## config.mk

```make
export PLATFORM = sky130hd
export DESIGN_NAME = l2_mem_port_arbiter
export DESIGN_NICKNAME = d
export VERILOG_FILES = /design/src/rtl/l2_mem_port_arbiter.sv
export SDC_FILE = /design/constraint.sdc
export NUM_CORES = 1
export LEC_CHECK = 0
export CORE_MARGIN = 2
export CORE_UTILIZATION = 30
export DETAILED_ROUTE_END_ITERATION = 7
export DONT_BUFFER_PORTS = 1
export PLACE_DENSITY_LB_ADDON = 0.1
export SYNTH_ARGS = -nofsm -noshare
export SYNTH_HDL_FRONTEND = slang
export SYNTH_SLANG_ARGS = --single-unit
```

## constraint.sdc

```tcl
create_clock -name clk_l2 -period 3.4 [get_ports clk_l2]
set_input_delay 1.02 -clock clk_l2 [delete_from_list [all_inputs] [get_ports clk_l2]]
set_output_delay 1.02 -clock clk_l2 [all_outputs]
set_load 0.01 [all_outputs]
```

## src/rtl/l2_mem_port_arbiter.sv

```systemverilog
// Five-way arbiter for the shared L2-to-memory burst port: captures request edges,
// picks one source per burst (forced WB > dirty > replace > WB) and sequences the beats.
module l2_mem_port_arbiter #(
    parameter int unsigned BEATS    = 4,
    parameter int unsigned MAX_WAIT = 4,
    localparam int unsigned BEAT_W  = $clog2(BEATS)
) (
    input  logic              clk_l2,
    input  logic              rst_n,
    input  logic              inst_mem_dirty_req,
    input  logic              inst_mem_replace_req,
    input  logic              data_mem_dirty_req,
    input  logic              data_mem_replace_req,
    input  logic              wb_drain_req,
    output logic              inst_mem_dirty_done,
    output logic              inst_mem_replace_done,
    output logic              data_mem_dirty_done,
    output logic              data_mem_replace_done,
    output logic              wb_drain_done,
    output logic              mem_req,
    output logic              mem_we,
    output logic [BEAT_W-1:0] mem_beat,
    input  logic              mem_ready,
    output logic [2:0]        grant_src,
    output logic              busy
);

    localparam int unsigned NSRC   = 5;
    localparam int unsigned WAIT_W = $clog2(MAX_WAIT + 1);

    localparam logic [2:0] SRC_ID = 3'd0;
    localparam logic [2:0] SRC_IR = 3'd1;
    localparam logic [2:0] SRC_DD = 3'd2;
    localparam logic [2:0] SRC_DR = 3'd3;
    localparam logic [2:0] SRC_WB = 3'd4;

    typedef enum logic [1:0] {
        ST_IDLE = 2'd0,
        ST_XFER = 2'd1,
        ST_DONE = 2'd2
    } state_e;

    state_e            state_q, state_d;
    logic [NSRC-1:0]   req_vec;
    logic [NSRC-1:0]   req_q;
    logic [NSRC-1:0]   req_edge;
    logic [NSRC-1:0]   pend_q, pend_d;
    logic [NSRC-1:0]   clr;
    logic [NSRC-1:0]   done_q, done_d;
    logic              rr_q, rr_d;
    logic [WAIT_W-1:0] wait_q, wait_d;
    logic [BEAT_W-1:0] beat_q, beat_d;
    logic [2:0]        grant_q, grant_d;
    logic              we_q, we_d;
    logic              mem_req_q, mem_req_d;
    logic              busy_q, busy_d;
    logic [2:0]        pick_c;

    assign req_vec  = {wb_drain_req, data_mem_replace_req, data_mem_dirty_req,
                       inst_mem_replace_req, inst_mem_dirty_req};
    assign req_edge = req_vec & ~req_q;

    // Winner among pending sources; only consulted while idle with something pending.
    always_comb begin
        pick_c = SRC_WB;
        if (pend_q[SRC_WB] && (wait_q == WAIT_W'(MAX_WAIT))) begin
            pick_c = SRC_WB;
        end else if (pend_q[SRC_ID] && pend_q[SRC_DD]) begin
            pick_c = rr_q ? SRC_DD : SRC_ID;
        end else if (pend_q[SRC_ID]) begin
            pick_c = SRC_ID;
        end else if (pend_q[SRC_DD]) begin
            pick_c = SRC_DD;
        end else if (pend_q[SRC_IR] && pend_q[SRC_DR]) begin
            pick_c = rr_q ? SRC_DR : SRC_IR;
        end else if (pend_q[SRC_IR]) begin
            pick_c = SRC_IR;
        end else if (pend_q[SRC_DR]) begin
            pick_c = SRC_DR;
        end
    end

    // Next state, burst bookkeeping and registered-output next values.
    always_comb begin
        state_d = state_q;
        beat_d  = beat_q;
        grant_d = grant_q;
        we_d    = we_q;
        rr_d    = rr_q;
        wait_d  = wait_q;
        done_d  = '0;
        clr     = '0;
        case (state_q)
            ST_IDLE: begin
                if (|pend_q) begin
                    grant_d = pick_c;
                    we_d    = (pick_c == SRC_ID) || (pick_c == SRC_DD) || (pick_c == SRC_WB);
                    beat_d  = '0;
                    state_d = ST_XFER;
                end
            end
            ST_XFER: begin
                if (mem_ready) begin
                    if (beat_q == BEAT_W'(BEATS - 1)) begin
                        beat_d          = '0;
                        done_d[grant_q] = 1'b1;
                        state_d         = ST_DONE;
                    end else begin
                        beat_d = beat_q + BEAT_W'(1);
                    end
                end
            end
            ST_DONE: begin
                clr[grant_q] = 1'b1;
                if (grant_q == SRC_WB) begin
                    wait_d = '0;
                end else begin
                    rr_d = ~rr_q;
                    if (pend_q[SRC_WB] && (wait_q != WAIT_W'(MAX_WAIT))) begin
                        wait_d = wait_q + WAIT_W'(1);
                    end
                end
                state_d = ST_IDLE;
            end
            default: state_d = ST_IDLE;
        endcase
        // A new edge in the clearing cycle keeps the bit set.
        pend_d    = (pend_q & ~clr) | req_edge;
        mem_req_d = (state_d == ST_XFER);
        busy_d    = (state_d != ST_IDLE);
    end

    always_ff @(posedge clk_l2 or negedge rst_n) begin
        if (!rst_n) begin
            state_q   <= ST_IDLE;
            req_q     <= '0;
            pend_q    <= '0;
            done_q    <= '0;
            rr_q      <= 1'b0;
            wait_q    <= '0;
            beat_q    <= '0;
            grant_q   <= '0;
            we_q      <= 1'b0;
            mem_req_q <= 1'b0;
            busy_q    <= 1'b0;
        end else begin
            state_q   <= state_d;
            req_q     <= req_vec;
            pend_q    <= pend_d;
            done_q    <= done_d;
            rr_q      <= rr_d;
            wait_q    <= wait_d;
            beat_q    <= beat_d;
            grant_q   <= grant_d;
            we_q      <= we_d;
            mem_req_q <= mem_req_d;
            busy_q    <= busy_d;
        end
    end

    assign inst_mem_dirty_done   = done_q[SRC_ID];
    assign inst_mem_replace_done = done_q[SRC_IR];
    assign data_mem_dirty_done   = done_q[SRC_DD];
    assign data_mem_replace_done = done_q[SRC_DR];
    assign wb_drain_done         = done_q[SRC_WB];
    assign mem_req               = mem_req_q;
    assign mem_we                = we_q;
    assign mem_beat              = beat_q;
    assign grant_src             = grant_q;
    assign busy                  = busy_q;

endmodule
```

======== Yosys cells after proc, flatten, opt, wreduce, memory -nomap -nowiden ========
Cells that the tools add are included.
storage, ports and cells
  RAM bits ................................ 0
  output and inout bits ................... 13
  input bits .............................. 8
  register bits after elaboration ......... 29
  word-level logic and storage cells ...... 75
  latch bits .............................. 0
  memory bits (read-only) ................. 0
  memories kept ........................... 0
cells by class
  $add $sub $neg .......................... 2
  equal/unequal tests ..................... 11
  multipliers ............................. 0
  div/mod/pow operators ................... 0
  bitwise operators ....................... 7
  multiplexer cells ....................... 25
  shift-type cells ........................ 0
  reductions and logical operators ........ 17
  order comparisons ....................... 2
operators with widths
  kind                                                                    number
  3-bit 2-to-1 mux                                                        9
  5-bit 2-to-1 mux                                                        4
  2-bit 2-to-1 mux                                                        8
  5-bit AND                                                               2
  5-bit NOT                                                               2
  3-bit equality test (second input constant)                             3
  2-bit case mux with 2 select lines                                      2
  2-bit AND reduction                                                     3
  2-bit nonzero test                                                      3
  1-bit logical AND                                                       5
  5-bit OR                                                                1
  5-bit OR reduction                                                      1
  2-bit by 1-bit equality test with 1-bit output (second input constant)  2
  2-bit equality test (second input constant)                             2
  3-bit by 4-bit < comparator with 1-bit output (second input constant)   1
  2-bit inequality test (second input constant)                           2
  3-bit by 1-bit adder with 3-bit output (second input constant)          1
  1-bit demux with 3-bit select                                           1
  3-bit by 2-bit equality test with 1-bit output (second input constant)  1
  3-bit by 1-bit >= comparator with 1-bit output (second input constant)  1
  3-bit logical NOT                                                       1
  3-bit inequality test (second input constant)                           1
  3-bit AND reduction                                                     1
  2-bit by 1-bit adder with 2-bit output (second input constant)          1
  other kinds (4)                                                         6

======== Depth between registers and ports, before layout ========
Gate-level depths: netlist (run 1).
  depth in word-level cells ............... 10
  gate-level depth with buffers ........... 6
  mapped depth without buffers ............ 6

======== Worst setup path after synthesis (run 1) ========
Ideal clock, no wire load.
  path kind ............................... input-to-reg
  start ................................... in mem_ready
  end ..................................... reg done_q[1]
  arrival time ............................ 1.482 ns
  setup slack ............................. 1.831 ns
  data required time ...................... 3.314 ns
  library setup time ...................... 0.086 ns
  stages on the path ...................... 5
  cells stage by stage .................... and2_1 -> nand2b_1 -> inv_1 -> nand2_1 -> nor3_1
between the ends
  cells in the longest elaborated chain, start to end .. 2
RTL lines
  what                  RTL line  text
  start, declared       23        input logic mem_ready,
  5-bit 2-to-1 mux      103       if (mem_ready) begin
  5-bit 2-to-1 mux      93        case (state_q)
  named net done_d[1]   49        logic [NSRC-1:0] done_q, done_d;
  end signal, assigned  150       done_q <= done_d;
  end, declared         49
The timed path passes the listed nets, and every way through them passes these cells.
A chain may end at the register's enable or synchronous reset.

======== Final worst setup path (run 1) ========
  start ................................... reg grant_q[0], in the netlist grant_src[0]
  end ..................................... out grant_src[0]
RTL lines
  what                    RTL line  text
  start, declared         53        logic [2:0] grant_q, grant_d;
  start signal, assigned  154       grant_q <= grant_d;
  end, declared           24        output logic [2:0] grant_src,
No word-level cell between the ends.

==> results by stage, run 1 <==
Drt:
- After detailed routing, the average wire length per cell comes to 13.9 microns.
- Wires add up to 2300 microns.
- After the first detailed-routing iteration, the DRC count stood at 19.
- After detailed routing, the number of remaining DRC violations is 0.
- For this run, the detailed router's first-pass iteration total came to 3.
- In the routed layout, each cell is associated on average with a via count of 4.90.
- In this run the remaining antenna-violating nets after routing total 0.
- For this block, the via count after detailed routing is 809.

Place:
- Counting tap cells, the placed design contains a total of 157 instances.
- The congestion estimate from routability-driven global placement came to 0.680.
- Once placement finished, the instance area stood at 0.00127 sq mm.
- The count of input and output buffers is 0.
- Before CTS, the worst setup slack after placement is 1.72 ns.
- The wire-length estimate of the detail-placed layout is around 1700 microns.

Worst setup path:
- The critical path capture point type is a primary output.
- The cell depth of the worst setup path is 0.
- Counting cells, the worst reg-to-reg path comes to 3.
- The startpoint-to-endpoint class of the critical path is reg -> out.
- At the worst endpoint, the arrival time is 0.84 ns.
- The biggest fanout along the worst timing path is 9.
- STA puts the critical path data required time at around 2.4 ns.
- The critical path launch point type is a register.

Clocking:
- The H-tree level count is 2.
- Gates resized during post-CTS repair numbered 0.
- The TritonCTS buffer count is 5.
- The CTS tree is done.
- After clock tree synthesis, the setup repair step added 0 buffers.
- The buffer depth of the longest clock path is 2.
- The library cell used as clock root buffer is clkbuf_8.
- The later pin in the worst-skew pair is clocked with a latency of 0.27 ns.
- The number of buffers added to fix hold violations after cts is 0.
- The tree built by TritonCTS fans out to 29 sinks.
- The clock transition at the register clock pins on the worst setup and hold paths after CTS is 0.06 ns.

Floorplan:
- The effective utilization at floorplan is 30.8%.
- Row generation in the floorplan step produced 23 rows.
- The die area is 0.00457 sq mm.
- In this run the vertical extent of the chip is 67.6 microns.
- The count of pins on the block boundary is 21.
- The standard cell core area is slightly below 0.004 sq mm.
- From left edge to right edge, the die measures 67.6 microns.

Finish:
- The final net count is 125.
- Counting the fill cells in the layout gives ~390.
- Once layout is complete, the utilization of the core stands at between 30% and 40%.
- The layout overhead on the synthesized area is 13.2%.
- Cells with a size suffix above 1 make up 13.9% of the layout.
- The number of antenna diodes is 0.
- After routing the design area is about 0.0014 sq mm.
- The final instance count without filler cells is ~170.

STA:
- The final number of setup-violating endpoints is 0.
- The clock skew after layout is 0.00393 ns.
- Static timing analysis puts the maximum clock frequency at 538 MHz.
- Summed over all failing endpoints, the final setup total negative slack is 0 ns.
- The worst-case headroom to the max-slew limit is 71.4%.
- Setup repair after global routing left no endpoint under its margin.
- The worst hold-check slack is 0.414 ns.
- The final hold violation count is 0.
- The transition time at the pin with the least slew margin is 0.427 ns.
- The number of max-slew violations in the final report is 0.
- The final critical path takes up 54.7% of the cycle.
- The time the worst path needs with I/O delays and setup is 1.86 ns.
- The worst-case setup margin in the final layout is 1.54 ns.

Global routing:
- The number of global-route vias before repair is 831.
- The global-route wire length before repair is 3920 microns.
- Global routing consumed, on the met2 layer, a little under a fifth of the routing resources.
- After global routing the overflow that remains totals 0.
- The number of antenna violations at the first check in global routing is 0.
- The global-route usage over all layers is between 10% and 20%.
- The met3 track utilization from global routing is 5.33%.
- met2 is the most crowded layer.
- For met1 alone, demand over resource in global routing was between 10 and 15%.
- Entering global routing, the biggest net connects 30 pins.

Synthesis:
- The Yosys warning count is 0.
- The net count after synthesis is 119.
- The gate count after technology mapping is 108.
- The share of flip-flops with an asynchronous set or reset is 100%.
- In the synthesized netlist the dominant register cell turns out to be dfrtp_1.
- The number of flip-flops and latches in the synthesized netlist is 29.
- Summing the sequential cell areas from Yosys gives 59.9% of the chip area.
- A synthesized cell averages 11.2 sq um.
- The number of flops mapped to enable cells by yosys is 0.
- After synthesis the cells add up to 0.00121 sq mm.
- The count of unique library cells instantiated by Yosys is 33.

Outcome:
- The flow ran to the end, and the final reports show no timing, DRC or antenna violations.

Power and ir drop:
- The worst voltage drop across the vdd grid is 0.273 mV.
- The design draws about 970 uW.
- The power per cell area is 709 mW/mm^2.
- The leakage dissipation is ~0.60 nW.

Min path:
- Along the worst hold path, the cell count comes to 1.
- In this run the worst hold path is classified as reg -> reg.

Job:
- The total of max-cap violations is 0.
## final timing paths
path                                    from           end  slack, ns
worst max-delay path            grant_src[0]  grant_src[0]       1.54
worst min-delay path                req_q[4]     pend_q[4]       0.41
worst max register to register     pend_q[3]  grant_src[1]       1.88
worst min register to register      req_q[4]     pend_q[4]       0.41
max in group asynchronous              rst_n      req_q[4]       2.88
min in group asynchronous              rst_n  grant_src[2]       0.44
## final cells by class
cell class              instances  area, sq um  area share (%)
clock inverters                 1         5.00           0.365
flip-flops and latches         29          726            52.9
multi-input cells              65          434            31.6
well taps                      50         62.6            4.56
inverters                      13         48.8            3.56
clock buffers                   7         96.3            7.02
## worst register-to-register path, stage by stage (launching register included)
cell	delay [ns]
dfrtp_1	0.41
or4_4	0.59
o21a_4	0.24
a41o_1	0.17
## power by group
part	internal (mW)	switching [mW]	leakage (nW)
registers	0.404	0.0853	0.343
logic	0.0871	0.0893	0.202
clock network	0.183	0.124	0.0542
## per-layer routing
metal,vias to the layer above,share of wire (%),wire [microns]
li1,387,-,-
met1,404,46,1060
met2,14,48,1110
met3,4,5.0,114
met4,0,0.52,12
met5,-,0,0
## logic make-up (layout without fill, tap and decap cells)
logic type	Yosys count	in the layout	share of synthesized area, %
buffers and inverters	14	21	4.33
AO/OA/AOI/OAI	30	30	16.7
AND/OR/NAND/NOR	31	31	15.3
adder cells (fa/ha/maj)	3	3	3.10
flip-flops	29	29	59.9
XOR/XNOR	1	1	0.723
## state kept, by name, summed over array words and instances (netlist names), 2 cells and up
name / cells
done_q: 5
grant_src: 3
mem_beat: 2
pend_q: 5
req_q: 5
state_q: 2
wait_q: 3
## placed cells by master, fill, tap and decap left out, drive strengths merged, types with 3 or more instances in the layout
master,n
dfrtp,29
nand2,3
inv,13
clkbuf,7
a21oi,3
nor2,5
nor3,3
o31ai,3
ha,3
o21ai,12
nand2b,4
nand3b,3
## synth_stat cells, types with 2 or more instances
master	number	area (sq um)
a211oi_1	2	15.0
a21o_2	2	17.5
nor3_1	3	15.0
o21ai_0	10	50.1
nand3b_1	3	22.5
a21oi_1	3	15.0
or3_1	2	12.5
or3b_2	2	17.5
o31ai_1	3	22.5
inv_1	13	48.8
ha_1	3	37.5
nor4_1	2	12.5
nand2b_1	4	25.0
nand2_1	3	11.3
dfrtp_1	29	726
nor2_1	5	18.8
and2_1	2	12.5
o22ai_1	2	12.5
Power figures use the tool's default switching activity.
==> run 2, diff against run 1 <==
- clock period: 3.4 -> 1.7 ns (I/O delays scaled with it)
==> run 2 against run 1 <==
  * Combinational power grew to 2.7 times the previous value
  * Power is 110% higher
  * First-iteration DRC count is 58% higher
  * Via count is 1.1% higher
  * Sequential cell count stayed put
  * Sequential share of layout area is 1.6 points lower
  * Global-route usage is 1.4 points higher
  * Hold slack worse by 0.37 ns
  * Sequential power is 89% higher
  * Critical path type is now reg -> reg
  * Largest power group unchanged
==> results by stage, run 2 (synthesized netlist as in run 1, its figures left out) <==
Finish:
- The layout overhead on the synthesized area is 16.7% (was 13.2%).
- The final net count is 129 (was 125).
- The number of antenna diodes is 0 (unchanged).
- The final core utilization is 35.9% (was 34.8%).
- Commonest cells after routing, fill and taps aside: dfrtp_1, inv_1, o21ai_0 (unchanged).
- The final instance count without filler cells is 169 (was 165).
- The share of final-layout standard cells stronger than drive strength 1 came to 16.8% (was 13.9%).
- The count of fill cells added during filler insertion is 392 (was 391).
- The most frequent standard cell in the layout excluding fill and tap cells is dfrtp_1 (unchanged).
- Largest registers ranked by flip-flop count: done_q (5), pend_q (5), req_q (5) (unchanged).

Outcome:
- Status: completed (unchanged).

Place:
- The final weighted congestion in routability-driven placement is 0.703 (was 0.680).
- The count of input and output buffers came to 0 (unchanged).
- The placed instance count came to 160 (was 157).
- The half-perimeter wire length after detailed placement is 1730 microns (was 1700 microns).

Clocking:
- The CTS tree is done (unchanged).
- The TritonCTS buffer count came to 5 (unchanged).
- The library cell used as clock root buffer is clkbuf_8 (unchanged).
- The total number of clock tree sinks is 29 (unchanged).
- The number of buffers added to fix hold violations after cts is 1 (was 0).
- The buffer depth of the longest clock path was 2 (unchanged).
- The clock transition at the register clock pins on the worst setup and hold paths after CTS came to 0.06 ns (about the same).
- The number of gates given a new drive strength after cts is 0 (unchanged).
- The clock latency on the worst-skew pair is 0.28 ns (was 0.27 ns).
- The H-tree level count is 2 (unchanged).
- The post-CTS repair timing setup buffer count came to 0 (unchanged).

Min path:
- The classification of the worst-slack hold path was in -> async (was reg -> reg).

Worst setup path:
- The critical-path cell with the highest stage delay is or3b_2.
- The critical path launch point type is a register (unchanged).
- The biggest fanout along the worst timing path is 4 (was 9).
- The endpoint required time on the critical path is 1.90 ns (was 2.38 ns).
- The startpoint-to-endpoint class of the critical path is reg -> reg (was reg -> out).
- The number of buffers and inverters on the critical path is 1.
- The kind of cell with the highest combined delay along the critical path is simple AND/OR/NAND/NOR gates.
- The worst stage delay on the critical path is 0.46 ns.
- Walking the worst path, the cells encountered are inv_1 > ha_1 > and2_1 > or3b_2 > a21oi_1.
- The signal arrival time at the worst endpoint is 1.70 ns (was 0.84 ns).
- The critical path capture point type is a register (was primary output).

STA:
- The transition time at the pin with the least slew margin was 0.432 ns (was 0.427 ns).
- Dividing the final minimum period by the clock period gives roughly nine tenths.
- The final number of setup-violating endpoints is 0 (unchanged).
- Timing would allow up to 664 MHz.
- The routed design could run at a clock period as short as 1.51 ns.
- The worst-case headroom to the max-slew limit is 71.1% (was 71.4%).
- The final hold violation count came to 0 (unchanged).
- RSZ-0062 raised after global routing: no (unchanged).
- The setup total negative slack is 0 ns (unchanged).
- The number of max-slew violations in the final report was 0 (unchanged).
- The clock skew after layout is 0.00377 ns (was 0.00393 ns).
- The worst hold-check slack is 0.0489 ns (was 0.414 ns).

Global routing:
- The pin count of the biggest net entering global routing is 30 (unchanged).
- The number of antenna violations at the first check in global routing is 0 (unchanged).
- The number of global-route vias before repair is 878 (was 831).
- The global-route usage over all layers is 13.5% (was 12.1%).
- The global-route wire length before repair was 4360 microns (was 3920 microns).
- The aggregate global routing overflow is 0 (unchanged).

Power and ir drop:
- The overall power consumption is 2.01 mW (was 972 uW).
- The worst voltage drop across the vdd grid was 0.509 mV (was 0.273 mV).
- The leakage dissipation was 0.624 nW (was 0.599 nW).
- The power per cell area came to 1420 mW/mm^2 (was 709 mW/mm^2).

Drt:
- The remaining routing DRC violations is 0 (unchanged).
- The total via count in the routed design is 818 (was 809).
- The via-per-instance ratio is 4.84 (was 4.90).
- The final wirelength is 2450 microns (was 2300 microns).
- The antenna violation net count after detailed routing is 0 (unchanged).
- The number of design-rule violations left by the first detailed-router iteration is 30 (was 19).
- The average detailed-routed wire length per instance is 14.5 microns (was 13.9 microns).
- The length of the first detailed-routing pass in iterations is 4 (was 3).

Job:
- The total of max-cap violations is 0 (unchanged).

Floorplan:
- The effective utilization at floorplan is 30.8% (unchanged).
- The horizontal die dimension is 67.6 microns (unchanged).
- The die extent in y was 67.6 microns (unchanged).
- The count of pins on the block boundary was 21 (unchanged).
- The die area came to 0.00457 sq mm (unchanged).
- The standard cell core area was 0.00394 sq mm (unchanged).
- The standard-cell row count was 23 (unchanged).
run 2: cell count changes in the layout (fill, tap and decap cells not counted):
cell and delta:
buf_4 +3, buf_12 +1
run 2: worst register-to-register path: cells and delay by family, from the launching register on:
| kind | cells | cell delay (ns) |
|---|---|---|
| buffers and inverters | 1 | 0.06 |
| AO/OA/AOI/OAI | 1 | 0.14 |
| adder cells (fa/ha/maj) | 1 | 0.22 |
| flip-flops | 1 | 0.37 |
| AND/OR/NAND/NOR | 2 | 0.63 |
run 2: worst paths after layout:
path,startpoint,endpoint,slack [ns],cells after the start
setup / recovery,wait_q[0],wait_q[1],0.19,5
setup reg to reg,wait_q[0],wait_q[1],0.19,5
hold / removal,rst_n,done_q[3],0.05,1
hold reg to reg,req_q[4],pend_q[4],0.41,1
max in group asynchronous,rst_n,mem_beat[0],1.49,1
min in group clk_l2,inst_mem_dirty_req,req_q[0],0.26,0
run 2: power by group:
group	leakage (nW)	total (mW)	internal, mW	switching [mW]
combinational	0.227	0.468	0.208	0.260
sequential	0.343	0.924	0.809	0.115
clock	0.0542	0.618	0.365	0.252
run 2: layout make-up:
| class | count | area, sq um | area share, % |
|---|---|---|---|
| clock buffer | 7 | 96.3 | 6.81 |
| tap | 50 | 62.6 | 4.42 |
| clock inverter | 1 | 5.00 | 0.354 |
| sequential | 29 | 726 | 51.3 |
| timing repair buffer | 4 | 42.5 | 3.01 |
| inverter | 13 | 48.8 | 3.45 |
| multi-input combinational | 65 | 434 | 30.7 |
run 2: metal layers:
metal  wire [microns]  vias up  track usage, %
met5                0        -               0
li1                 -      396               -
met3              180        2            6.33
met4               25        0            5.36
met1             1010      401            15.4
met2             1230       19            21.7
run 2: through the flow:
stage	setup WS [ns]	cell area (sq um)
2_1_floorplan	0.255	1210
3_3_place_gp	0.229	1290
3_5_place_dp	0.196	1290
4_1_cts	0.178	1420
5_1_grt	0.0949	1420
6_report	0.194	1420
==> run 3, diff against run 2 <==
- GPL_ROUTABILITY_DRIVEN: not set -> 0
==> results of run 3 <==
No change in the layout: final DEF, timing and power equal those of run 2.
